## config.mk

```make
export PLATFORM = sky130hd
export DESIGN_NAME = cpu_control
export DESIGN_NICKNAME = d
export VERILOG_FILES = /design/src/rtl/pcpu_pkg.sv /design/src/rtl/cpu_decode.sv /design/src/rtl/cpu_control.sv
export SDC_FILE = /design/constraint.sdc
export NUM_CORES = 1
export LEC_CHECK = 0
export ABC_AREA = 1
export CAP_MARGIN = 20
export CORE_MARGIN = 3
export CORE_UTILIZATION = 52
export CTS_CLUSTER_SIZE = 30
export DETAILED_ROUTE_END_ITERATION = 10
export PLACE_DENSITY = 0.87
export SLEW_MARGIN = 10
export SYNTH_ARGS = -nofsm -noshare
export SYNTH_HDL_FRONTEND = slang
export SYNTH_HIERARCHICAL = 1
export SYNTH_SLANG_ARGS = --single-unit
```

## constraint.sdc

```tcl
create_clock -name clk -period 3 [get_ports clk]
set_input_delay 0.6 -clock clk [delete_from_list [all_inputs] [get_ports clk]]
set_output_delay 0.6 -clock clk [all_outputs]
set_load 0.05 [all_outputs]
```

## src/rtl/pcpu_pkg.sv

```systemverilog
// pcpu_pkg -- shared definitions for the pcpu control path.
//
// Contents:
//   - instruction-register field positions
//   - opcode constants
//   - sequencer state encoding
//   - default ALU mode codes used by the control path
//   - reg_onehot(): register index to one-hot write enable
package pcpu_pkg;

  // Instruction register field positions
  localparam int OP_LSB   = 0;   // op   = IR[3:0]
  localparam int FUNC_LSB = 4;   // func = IR[7:4]
  localparam int RD_LSB   = 8;   // rd   = IR[10:8]
  localparam int RS_LSB   = 11;  // rs   = IR[13:11]
  localparam int C_BIT    = 14;  // c    = IR[14]
  localparam int IMM_LSB  = 16;  // imm  = IR[31:16]; IR[15] is reserved

  // Opcodes; 4'h9..4'hF are illegal
  localparam logic [3:0] OP_NOP    = 4'h0;
  localparam logic [3:0] OP_ALU_RR = 4'h1;
  localparam logic [3:0] OP_ALU_RI = 4'h2;
  localparam logic [3:0] OP_LDI    = 4'h3;
  localparam logic [3:0] OP_LD     = 4'h4;
  localparam logic [3:0] OP_ST     = 4'h5;
  localparam logic [3:0] OP_JMP    = 4'h6;
  localparam logic [3:0] OP_JCC    = 4'h7;
  localparam logic [3:0] OP_HALT   = 4'h8;

  // Default ALU mode codes
  localparam logic [3:0] ALU_ADD_DEF    = 4'h0;
  localparam logic [3:0] ALU_PASS_R_DEF = 4'hF;

  // Sequencer states
  typedef enum logic [2:0] {
    ST_BOOT  = 3'd0,
    ST_FETCH = 3'd1,
    ST_EXEC  = 3'd2,
    ST_MEM   = 3'd3,
    ST_HALT  = 3'd4
  } state_e;

  function automatic logic [7:0] reg_onehot(input logic [2:0] idx);
    return 8'(1) << idx;
  endfunction

endpackage

```

## src/rtl/cpu_decode.sv

```systemverilog
// cpu_decode -- combinational control decode for the pcpu sequencer.
//
// Maps the sequencer state, the latched instruction fields and the
// data-memory handshake status onto every datapath control line.
//
// Ports:
//   state           in   3  current sequencer state (pcpu_pkg::state_e)
//   ir              in  15  latched IR[14:0] (op, func, rd, rs, c)
//   flags_q         in   8  ALU flags latched by the last ALU instruction
//   mem_ack         in   1  data access complete
//   mem_timeout     in   1  last permitted MEM cycle without ack
//   instr_req       out  1  fetch request
//   mem_req/mem_we  out  1  data access request / write
//   pc_inc/pc_ie    out  1  PC increment / PC load from ALU bus
//   reg_in_mux_ctl  out  1  1 = memory data to register file
//   alu_r_mux_ctl   out  1  1 = immediate to ALU right operand
//   alu_cin         out  1  ALU carry-in
//   alu_mode        out  4  ALU operation
//   reg_l_ctl       out  4  left register select
//   reg_r_ctl       out  4  right register select
//   gp_reg_ie       out  8  one-hot register write enable
module cpu_decode
  import pcpu_pkg::*;
#(
  parameter logic [3:0] ALU_ADD    = ALU_ADD_DEF,
  parameter logic [3:0] ALU_PASS_R = ALU_PASS_R_DEF,
  parameter int         CARRY_BIT  = 0
) (
  input  logic [2:0]  state,
  input  logic [14:0] ir,
  input  logic [7:0]  flags_q,
  input  logic        mem_ack,
  input  logic        mem_timeout,
  output logic        instr_req,
  output logic        mem_req,
  output logic        mem_we,
  output logic        pc_inc,
  output logic        pc_ie,
  output logic        reg_in_mux_ctl,
  output logic        alu_r_mux_ctl,
  output logic        alu_cin,
  output logic [3:0]  alu_mode,
  output logic [3:0]  reg_l_ctl,
  output logic [3:0]  reg_r_ctl,
  output logic [7:0]  gp_reg_ie
);

  logic [3:0] op;
  logic [3:0] func;
  logic [2:0] rd;
  logic [2:0] rs;
  logic       c;
  logic       is_ld;
  logic       is_st;
  logic       mem_phase;
  logic       jcc_taken;
  logic       carry_in;

  assign op   = ir[OP_LSB   +: 4];
  assign func = ir[FUNC_LSB +: 4];
  assign rd   = ir[RD_LSB   +: 3];
  assign rs   = ir[RS_LSB   +: 3];
  assign c    = ir[C_BIT];

  assign is_ld = (op == OP_LD);
  assign is_st = (op == OP_ST);

  // The address computation and bus request are identical in EXEC and
  // every MEM cycle, so the datapath sees stable controls for the whole
  // access.
  assign mem_phase = ((state == ST_EXEC) && (is_ld || is_st)) || (state == ST_MEM);

  // c inverts the sense of the selected flag.
  assign jcc_taken = flags_q[func[2:0]] ^ c;
  assign carry_in  = c & flags_q[CARRY_BIT];

  always_comb begin
    instr_req      = 1'b0;
    mem_req        = 1'b0;
    mem_we         = 1'b0;
    pc_inc         = 1'b0;
    pc_ie          = 1'b0;
    reg_in_mux_ctl = 1'b0;
    alu_r_mux_ctl  = 1'b0;
    alu_cin        = 1'b0;
    alu_mode       = 4'h0;
    reg_l_ctl      = 4'h0;
    reg_r_ctl      = 4'h0;
    gp_reg_ie      = 8'h00;

    case (state)
      ST_FETCH: instr_req = 1'b1;

      ST_EXEC: begin
        case (op)
          OP_NOP: pc_inc = 1'b1;
          OP_ALU_RR: begin
            alu_mode  = func;
            reg_l_ctl = {1'b0, rd};
            reg_r_ctl = {1'b0, rs};
            alu_cin   = carry_in;
            gp_reg_ie = reg_onehot(rd);
            pc_inc    = 1'b1;
          end
          OP_ALU_RI: begin
            alu_mode      = func;
            reg_l_ctl     = {1'b0, rs};
            alu_r_mux_ctl = 1'b1;
            alu_cin       = carry_in;
            gp_reg_ie     = reg_onehot(rd);
            pc_inc        = 1'b1;
          end
          OP_LDI: begin
            alu_mode      = ALU_PASS_R;
            alu_r_mux_ctl = 1'b1;
            gp_reg_ie     = reg_onehot(rd);
            pc_inc        = 1'b1;
          end
          OP_LD, OP_ST: ;  // handled by the address-phase block below
          OP_JMP: begin
            alu_mode      = ALU_ADD;
            alu_r_mux_ctl = 1'b1;
            reg_l_ctl     = {1'b0, rs};
            pc_ie         = 1'b1;
          end
          OP_JCC: begin
            alu_mode      = ALU_ADD;
            alu_r_mux_ctl = 1'b1;
            reg_l_ctl     = {1'b0, rs};
            pc_ie         = jcc_taken;
            pc_inc        = !jcc_taken;
          end
          OP_HALT: ;
          default: pc_inc = 1'b1;  // illegal opcode behaves as NOP
        endcase
      end

      ST_MEM: begin
        // Ack wins over a coincident timeout; a timed-out access skips the
        // register write but still advances the PC.
        if (mem_ack) begin
          pc_inc = 1'b1;
          if (is_ld) begin
            gp_reg_ie      = reg_onehot(rd);
            reg_in_mux_ctl = 1'b1;
          end
        end else if (mem_timeout) begin
          pc_inc = 1'b1;
        end
      end

      default: ;  // BOOT and HALT drive nothing
    endcase

    if (mem_phase) begin
      alu_mode      = ALU_ADD;
      alu_r_mux_ctl = 1'b1;
      reg_l_ctl     = {1'b0, rs};
      reg_r_ctl     = is_st ? {1'b0, rd} : 4'h0;
      mem_req       = 1'b1;
      mem_we        = is_st;
    end
  end

endmodule

```

## src/rtl/cpu_control.sv

```systemverilog
// cpu_control -- multi-cycle sequencer for the 16-bit pcpu datapath.
//
// Fetches a 32-bit instruction over a req/ack port, latches it, and
// drives all datapath controls through cpu_decode. Holds the sequencer
// state, the instruction register, the ALU flag latch, the data-memory
// wait counter and the sticky status bits.
//
// Ports:
//   clk             in   1  clock, rising edge
//   rst             in   1  asynchronous active-low reset
//   instr_req       out  1  fetch request at current PC
//   instr_ack       in   1  instruction valid this cycle
//   instr           in  32  instruction word
//   alu_flags       in   8  combinational ALU flags
//   mem_req/mem_we  out  1  data access request / write
//   mem_ack         in   1  data access complete
//   pc_inc/pc_ie    out  1  PC +1 / PC load from ALU bus
//   reg_in_mux_ctl  out  1  1 = memory data to register file
//   alu_r_mux_ctl   out  1  1 = immediate to ALU right operand
//   alu_cin         out  1  ALU carry-in
//   alu_mode        out  4  ALU operation
//   reg_l_ctl       out  4  left register select
//   reg_r_ctl       out  4  right register select
//   gp_reg_ie       out  8  one-hot register write enable
//   imm             out 16  latched IR[31:16]
//   halted          out  1  sticky: HALT executed
//   err_illegal     out  1  sticky: illegal opcode executed
//   err_bus         out  1  sticky: data access timed out
module cpu_control
  import pcpu_pkg::*;
#(
  parameter logic [3:0] ALU_ADD     = ALU_ADD_DEF,
  parameter logic [3:0] ALU_PASS_R  = ALU_PASS_R_DEF,
  parameter int         CARRY_BIT   = 0,
  parameter int         MEM_TIMEOUT = 15
) (
  input  logic        clk,
  input  logic        rst,
  output logic        instr_req,
  input  logic        instr_ack,
  input  logic [31:0] instr,
  input  logic [7:0]  alu_flags,
  output logic        mem_req,
  output logic        mem_we,
  input  logic        mem_ack,
  output logic        pc_inc,
  output logic        pc_ie,
  output logic        reg_in_mux_ctl,
  output logic        alu_r_mux_ctl,
  output logic        alu_cin,
  output logic [3:0]  alu_mode,
  output logic [3:0]  reg_l_ctl,
  output logic [3:0]  reg_r_ctl,
  output logic [7:0]  gp_reg_ie,
  output logic [15:0] imm,
  output logic        halted,
  output logic        err_illegal,
  output logic        err_bus
);

  state_e      state_q;
  logic [31:0] ir_q;
  logic [7:0]  flags_q;
  logic [7:0]  wait_cnt_q;
  logic        halted_q;
  logic        err_illegal_q;
  logic        err_bus_q;
  logic [3:0]  op;
  logic        mem_timeout;
  logic        unused_ir_rsvd;

  assign op             = ir_q[OP_LSB +: 4];
  assign unused_ir_rsvd = ir_q[15];

  // wait_cnt_q counts MEM cycles already spent, so the MEM_TIMEOUT-th
  // MEM cycle is the last one that can still accept an ack.
  assign mem_timeout = (state_q == ST_MEM) && (wait_cnt_q == 8'(MEM_TIMEOUT - 1));

  assign imm         = ir_q[IMM_LSB +: 16];
  assign halted      = halted_q;
  assign err_illegal = err_illegal_q;
  assign err_bus     = err_bus_q;

  always_ff @(posedge clk or negedge rst) begin
    if (!rst) begin
      state_q       <= ST_BOOT;
      ir_q          <= '0;
      flags_q       <= '0;
      wait_cnt_q    <= '0;
      halted_q      <= 1'b0;
      err_illegal_q <= 1'b0;
      err_bus_q     <= 1'b0;
    end else begin
      case (state_q)
        ST_BOOT: state_q <= ST_FETCH;

        ST_FETCH: begin
          if (instr_ack) begin
            ir_q    <= instr;
            state_q <= ST_EXEC;
          end
        end

        ST_EXEC: begin
          state_q <= ST_FETCH;
          case (op)
            OP_ALU_RR, OP_ALU_RI: flags_q <= alu_flags;
            OP_LD, OP_ST: begin
              wait_cnt_q <= '0;
              state_q    <= ST_MEM;
            end
            OP_HALT: begin
              halted_q <= 1'b1;
              state_q  <= ST_HALT;
            end
            OP_NOP, OP_LDI, OP_JMP, OP_JCC: ;
            default: err_illegal_q <= 1'b1;
          endcase
        end

        ST_MEM: begin
          if (mem_ack) begin
            state_q <= ST_FETCH;
          end else if (mem_timeout) begin
            err_bus_q <= 1'b1;
            state_q   <= ST_FETCH;
          end else begin
            wait_cnt_q <= wait_cnt_q + 8'd1;
          end
        end

        ST_HALT: ;  // only reset leaves HALT

        default: state_q <= ST_BOOT;
      endcase
    end
  end

  cpu_decode #(
    .ALU_ADD    (ALU_ADD),
    .ALU_PASS_R (ALU_PASS_R),
    .CARRY_BIT  (CARRY_BIT)
  ) u_decode (
    .state          (state_q),
    .ir             (ir_q[14:0]),
    .flags_q        (flags_q),
    .mem_ack        (mem_ack),
    .mem_timeout    (mem_timeout),
    .instr_req      (instr_req),
    .mem_req        (mem_req),
    .mem_we         (mem_we),
    .pc_inc         (pc_inc),
    .pc_ie          (pc_ie),
    .reg_in_mux_ctl (reg_in_mux_ctl),
    .alu_r_mux_ctl  (alu_r_mux_ctl),
    .alu_cin        (alu_cin),
    .alu_mode       (alu_mode),
    .reg_l_ctl      (reg_l_ctl),
    .reg_r_ctl      (reg_r_ctl),
    .gp_reg_ie      (gp_reg_ie)
  );

endmodule

```

# Yosys cells after proc, flatten, opt, wreduce, memory -nomap -nowiden
# Cells that the tools add are included.
[classes]
shifts = 1
n_addsub = 1
n_bitwise = 5
n_lt_le_gt_ge = 1
n_eq_ne = 18
muxes = 42
reduce_logical = 22
[op_table]
columns = ["operator", "n"]
rows = [
  ["8-bit two-way mux", 6],
  ["8-bit one-hot mux with 2 select lines", 2],
  ["4-bit two-way mux", 6],
  ["4-bit by 3-bit == test with 1-bit output, second input constant", 4],
  ["1-bit two-way mux", 15],
  ["3-bit two-way mux", 5],
  ["3-bit one-hot mux with 5 select lines", 1],
  ["3-bit one-hot mux with 2 select lines", 2],
  ["9-bit OR reduction", 1],
  ["8-bit by 1-bit adder with 8-bit output, second input constant", 1],
  ["4-bit by 2-bit == test with 1-bit output, second input constant", 2],
  ["8-bit by 4-bit == test with 1-bit output, second input constant", 1],
  ["2-bit inequality test, second input constant", 4],
  ["4-bit one-hot mux with 2 select lines", 1],
  ["2-bit AND reduction", 4],
  ["4-bit OR reduction", 2],
  ["1-bit by 3-bit << shifter with 8-bit output, first input constant", 1],
  ["3-bit by 2-bit == test with 1-bit output, second input constant", 2],
  ["1-bit one-hot mux with 2 select lines", 3],
  ["3-bit AND reduction", 2],
  ["3-bit OR reduction", 2],
  ["4-bit by 1-bit == test with 1-bit output, second input constant", 1],
  ["4-bit == test, second input constant", 1],
  ["4-bit zero test", 1],
  ["15 further kinds", 20],
]
[word_totals]
ff_bits = 54
in_bits = 44
out_inout_bits = 47
word_cells = 97

# Depth between registers and ports, before layout
[logic_depth]
depth_word = 6
depth_mapped = 10
depth_no_buf = 10

# Modules after synthesis
# Netlist, hierarchy kept.
[modules_own_cells]
columns = ["module", "n_inst", "seq_area_each_um2", "cells_each", "area_each_um2"]
rows = [
  ["cpu_control", 1, 1326.3, 241, 2536.2],
  ["cpu_decode", 1, 0.0, 116, 596.8],
]

# Worst setup path after synthesis
# No wires, ideal clock.
[synth_timing]
path_kind = "reg-to-output"
from = "reg state_q[1]"
to = "out gp_reg_ie[4]"
required_ns = 2.400
path_stages_with_launch = 8
path_buffers = 0
t_arrival_ns = 2.178
setup_slack_ns = 0.222
path_cell_list = "dfrtp_1 -> inv_2 -> nor2_8 -> inv_4 -> nor3_4 -> or2_4 -> nand2_2 -> nor2_1"
[synth_via]
elab_chain_len = 2
word_cells_on_any_way = 3
classes_between = "eq/ne: 2; mux: 1"
[synth_rtl]
columns = ["element", "line", "rtl"]
rows = [
  ["start, declared", "cpu_control.sv:61", "state_e state_q;"],
  ["start signal, assigned", "cpu_control.sv:86", "state_q <= ST_BOOT;"],
  ["start signal, assigned", "cpu_control.sv:95", "ST_BOOT: state_q <= ST_FETCH;"],
  ["start signal, assigned", "cpu_control.sv:100", "state_q <= ST_EXEC;"],
  ["3-bit by 2-bit == test with 1-bit output", "cpu_decode.sv:91", "case (state)"],
  ["8-bit one-hot mux with 2 select lines *", "cpu_decode.sv:91", ""],
  ["end, declared", "cpu_control.sv:54", "output logic [7:0] gp_reg_ie,"],
]
# Every way passes the cells marked *; elsewhere a longest branch is shown, timed or not.

# Worst setup path after layout
[layout_timing]
from = "reg ir_q[3]"
to = "out mem_req"
[layout_via]
elab_chain_len = 5
word_cells_on_any_way = 6
classes_between = "eq/ne: 2; mux: 1; reduce/logical: 3"
[layout_rtl]
columns = ["element", "line", "rtl"]
rows = [
  ["start, declared", "cpu_control.sv:62", "logic [31:0] ir_q;"],
  ["start signal, assigned", "cpu_control.sv:99", "ir_q <= instr;"],
  ["4-bit by 3-bit == test with 1-bit output (on tied branches)", "cpu_decode.sv:65, cpu_decode.sv:66", ""],
  ["1-bit logical OR *", "cpu_decode.sv:71", "assign mem_phase = ((state == ST_EXEC) && (is_ld || is_st)) || (state == ST_MEM);"],
  ["1-bit logical AND *", "cpu_decode.sv:71", ""],
  ["1-bit logical OR *", "cpu_decode.sv:71", ""],
  ["1-bit two-way mux *", "cpu_decode.sv:155", "if (mem_phase) begin"],
  ["end, declared", "cpu_control.sv:43", "output logic mem_req,"],
]
# Marked as above.

==> summary.md <==
| Metric | Value |
|---|---|
| Final min period | `2860 ps` |
| Clk sinks | `between 50 and 60` |
| Combinational Power Share | `57.4%` |
| Synth-to-layout area growth | `30.2%` |
| Die Span Y | `83.6 um` |
| Initial antenna violation count | `0` |
| Max cap viols | `0` |
| Chip width | `83.6 um` |
| Fin nets | `between 400 and 500` |
| Setup TNS | `0 ps` |
| Final period util | `95.3%` |
| Switching power | `a little under 0.002 W` |
| Setup Fix Bufs, Post-CTS | `0` |
| # DRC | `0` |
| Slew margin rel. | `about three fifths` |
| Placed inst area | `3980 um2` |
| Commonest non-fill, non-tap cell in the layout | `nand2_1` |
| Area of the multi-input gates | `1430 um2` |
| DR vias/cell | `5.27` |
| Ys Warns | `6` |
| Leak | `around 2.1 nW` |
| Hold WS | `251 ps` |
| Clk buf depth | `2` |
| Avg WL per Cell | `around 15 um` |
| Vias in the first global route | `2720` |
| Input/output buffers | `87` |
| Final Max Slew Viols | `0` |
| Initial DRC Count | `237` |
| Synthesized area | `roughly 3100 um2` |
| Clock root cell | `clkbuf_8` |
| Slew @ Worst Pin | `622 ps` |
| Diode count | `0` |
| All-Layer GR Usage | `22.5%` |
| CTS Buf Count | `5` |
| Worst setup EP type | `primary output` |
| Worst endpoint data arrival time | `2260 ps` |
| Non-Filler Instances | `504` |
| Seq cells post-synth | `53` |
| Core Box Area | `~5700 um2` |
| First-pass GRT wire length | `roughly 13000 um` |
| GRT Residual Overflow | `0` |
| Design Area, Final | `4080 um2` |
| Yosys cell types | `36` |
| Critical path class | `flip-flop to primary output` |
| Largest net degree at the start of global routing | `36` |
| CP max FO | `8` |
| Clock power share | `10.6%` |
| Clock Latency Late Sink | `320 ps` |
| CTS H-tree depth | `2` |
| Routed Antenna Nets | `0` |
| RSZ-0062 raised after global routing | `no` |
| FMAX | `350 MHz` |
| Sequential share of the synthesized area | `42.3%` |
| Core Util, Final | `approximately 72%` |
| Post-Syn Instances | `between 300 and 400` |
| Register share of total power | `32.0%` |
| Initial DRT Pass Iterations | `5` |
| Status | `complete, no violations` |
| Hold Crit Class | `input port to async pin` |
| Worst Reg-to-Reg Cells | `4` |
| Worst Skew | `12.7 ps` |
| Worst vdd ir | `around 0.6 mV` |
| Initial cell density of the core | `55.2%` |
| Power per cell area | `986 nW/um2` |
| Gpl congestion | `roughly 0.89` |
| Sw frac | `48.8%` |
| Routed wire length | `approximately 7500 um` |
| Row count | `27` |
| Crit start category | `flip-flop` |
| Int Pwr | `0.00206 W` |
| Vias | `2655` |
| Reg clk slew, reported paths | `110 ps` |
| Placed insts | `496` |
| CTS tree | `built` |
| Die ar. | `6990 um2` |
| Synth Area per Inst | `8.78 um2` |
| Critical Path RT | `2400 ps` |
| Commonest non-fill, non-tap cells in the layout | `nand2_1, clkdlybuf4s50_1, dfrtp_1` |
| Dpl hpwl | `5680 um` |
| Register area | `1330 um2` |
| Final setup viols | `0` |
| Final Hold Fails | `0` |
| Top Ports | `91` |
| Fraction of layout cells with a size suffix above 1 | `20.8%` |
| Fillers | `413` |
[sequential cells by signal, summed over array words and instances, names as in the netlist]
name	count
err_illegal	1
err_bus	1
state_q	3
halted	1
flags_q	8
wait_cnt_q	8
ir_q	31
[cells by family (layout without fill, tap and decap cells)]
kind of cell               count (synthesis)  after routing  share of synthesized area [%]
adders and majority gates                  2              2                          0.799
AOI/OAI and AO/OA                         37             37                           6.47
buffers and inverters                     76            150                           12.2
muxes                                     27             27                           12.3
xor gates and xnor gates                   3              3                          0.839
other                                      1              2                          0.120
and+or+nand+nor                          158            158                           24.9
DFF                                       53             53                           42.3
[metal layers]
| layer | global-route usage [%] | up-vias | wire length [um] |
|---|---|---|---|
| met4 | 7.31 | 0 | 174 |
| met3 | 3.46 | 21 | 478 |
| met2 | 38.2 | 122 | 3750 |
| met5 | 0 | - | 0 |
| met1 | 29.4 | 1247 | 3050 |
| li1 | - | 1265 | - |
[cell type report]
type | count | share of cell area, %
clock inverter | 3 | 0.613
sequential | 53 | 32.5
clock buffer | 5 | 1.69
multi-input combinational | 229 | 35.0
tap | 72 | 2.21
timing repair buffer | 89 | 23.1
inverter | 53 | 4.94
[cells in the mapped netlist]
library cell	number	area (um2)
a21oi_1	8	40.0
a31oi_1	1	6.26
buf_2	1	5.00
buf_4	19	143
buf_6	3	33.8
conb_1	1	3.75
dfrtp_1	53	1330
ha_1	2	25.0
inv_1	44	165
inv_2	8	30.0
inv_4	1	6.26
mux2_2	5	56.3
mux2_4	22	330
nand2_1	79	297
nand2_2	2	12.5
nand3_1	18	90.1
nand3_2	2	20.0
nand3_4	2	35.0
nand3b_1	1	7.51
nand4_1	6	37.5
nor2_1	27	101
nor2_2	7	43.8
nor2_4	2	22.5
nor2_8	1	20.0
nor3_1	4	20.0
nor3_2	3	30.0
nor3_4	1	16.3
o211ai_1	1	7.51
o21ai_0	13	65.1
o21ai_1	6	30.0
o21bai_1	2	15.0
o22ai_1	5	31.3
o31ai_1	1	7.51
or2_4	3	26.3
xnor2_1	1	8.76
xor2_1	2	17.5
[power by group through the flow]
stage / registers, W / logic, W / clock network (W)
after floorplan: 0.00125 / 0.00185 / 0
after global placement: 0.00128 / 0.00224 / 0
after detailed placement: 0.00129 / 0.00230 / 0
after CTS: 0.00128 / 0.00231 / 0.000438
after global routing: 0.00133 / 0.00247 / 0.000476
final: 0.00129 / 0.00231 / 0.000428
[per-stage QoR]
stage / total power, W / setup WS, ps
3_5_place_dp: 0.00359 / 376
6_report: 0.00402 / 140
4_1_cts: 0.00403 / 31.3
5_1_grt: 0.00428 / 64.9
2_1_floorplan: 0.00310 / 222
3_3_place_gp: 0.00352 / 411
[critical path, cell delays in order, from the launching register on]
cell and delay, ps:
dfrtp_1 470, nor2_2 230, inv_2 60, nor2_1 160
o21ai_1 120, inv_1 80, clkdlybuf4s50_1 810
[path summary, 6_finish.rpt]
check / from / to / slack (ps)
hold reg to reg: halted / halted / 480
hold / removal: rst / ir_q[20] / 250
setup / recovery: ir_q[3] / mem_req / 140
max in group asynchronous: rst / err_bus / 2080
min in group clk: halted / halted / 480
setup reg to reg: state_q[0] / ir_q[31] / 1200
[repair_timing]
action	CTS	global route
endpoints found under the setup margin	0	4
hold buffers	0	0
gates resized for setup	0	4
Note: power is estimated with default switching activity, not from simulation.
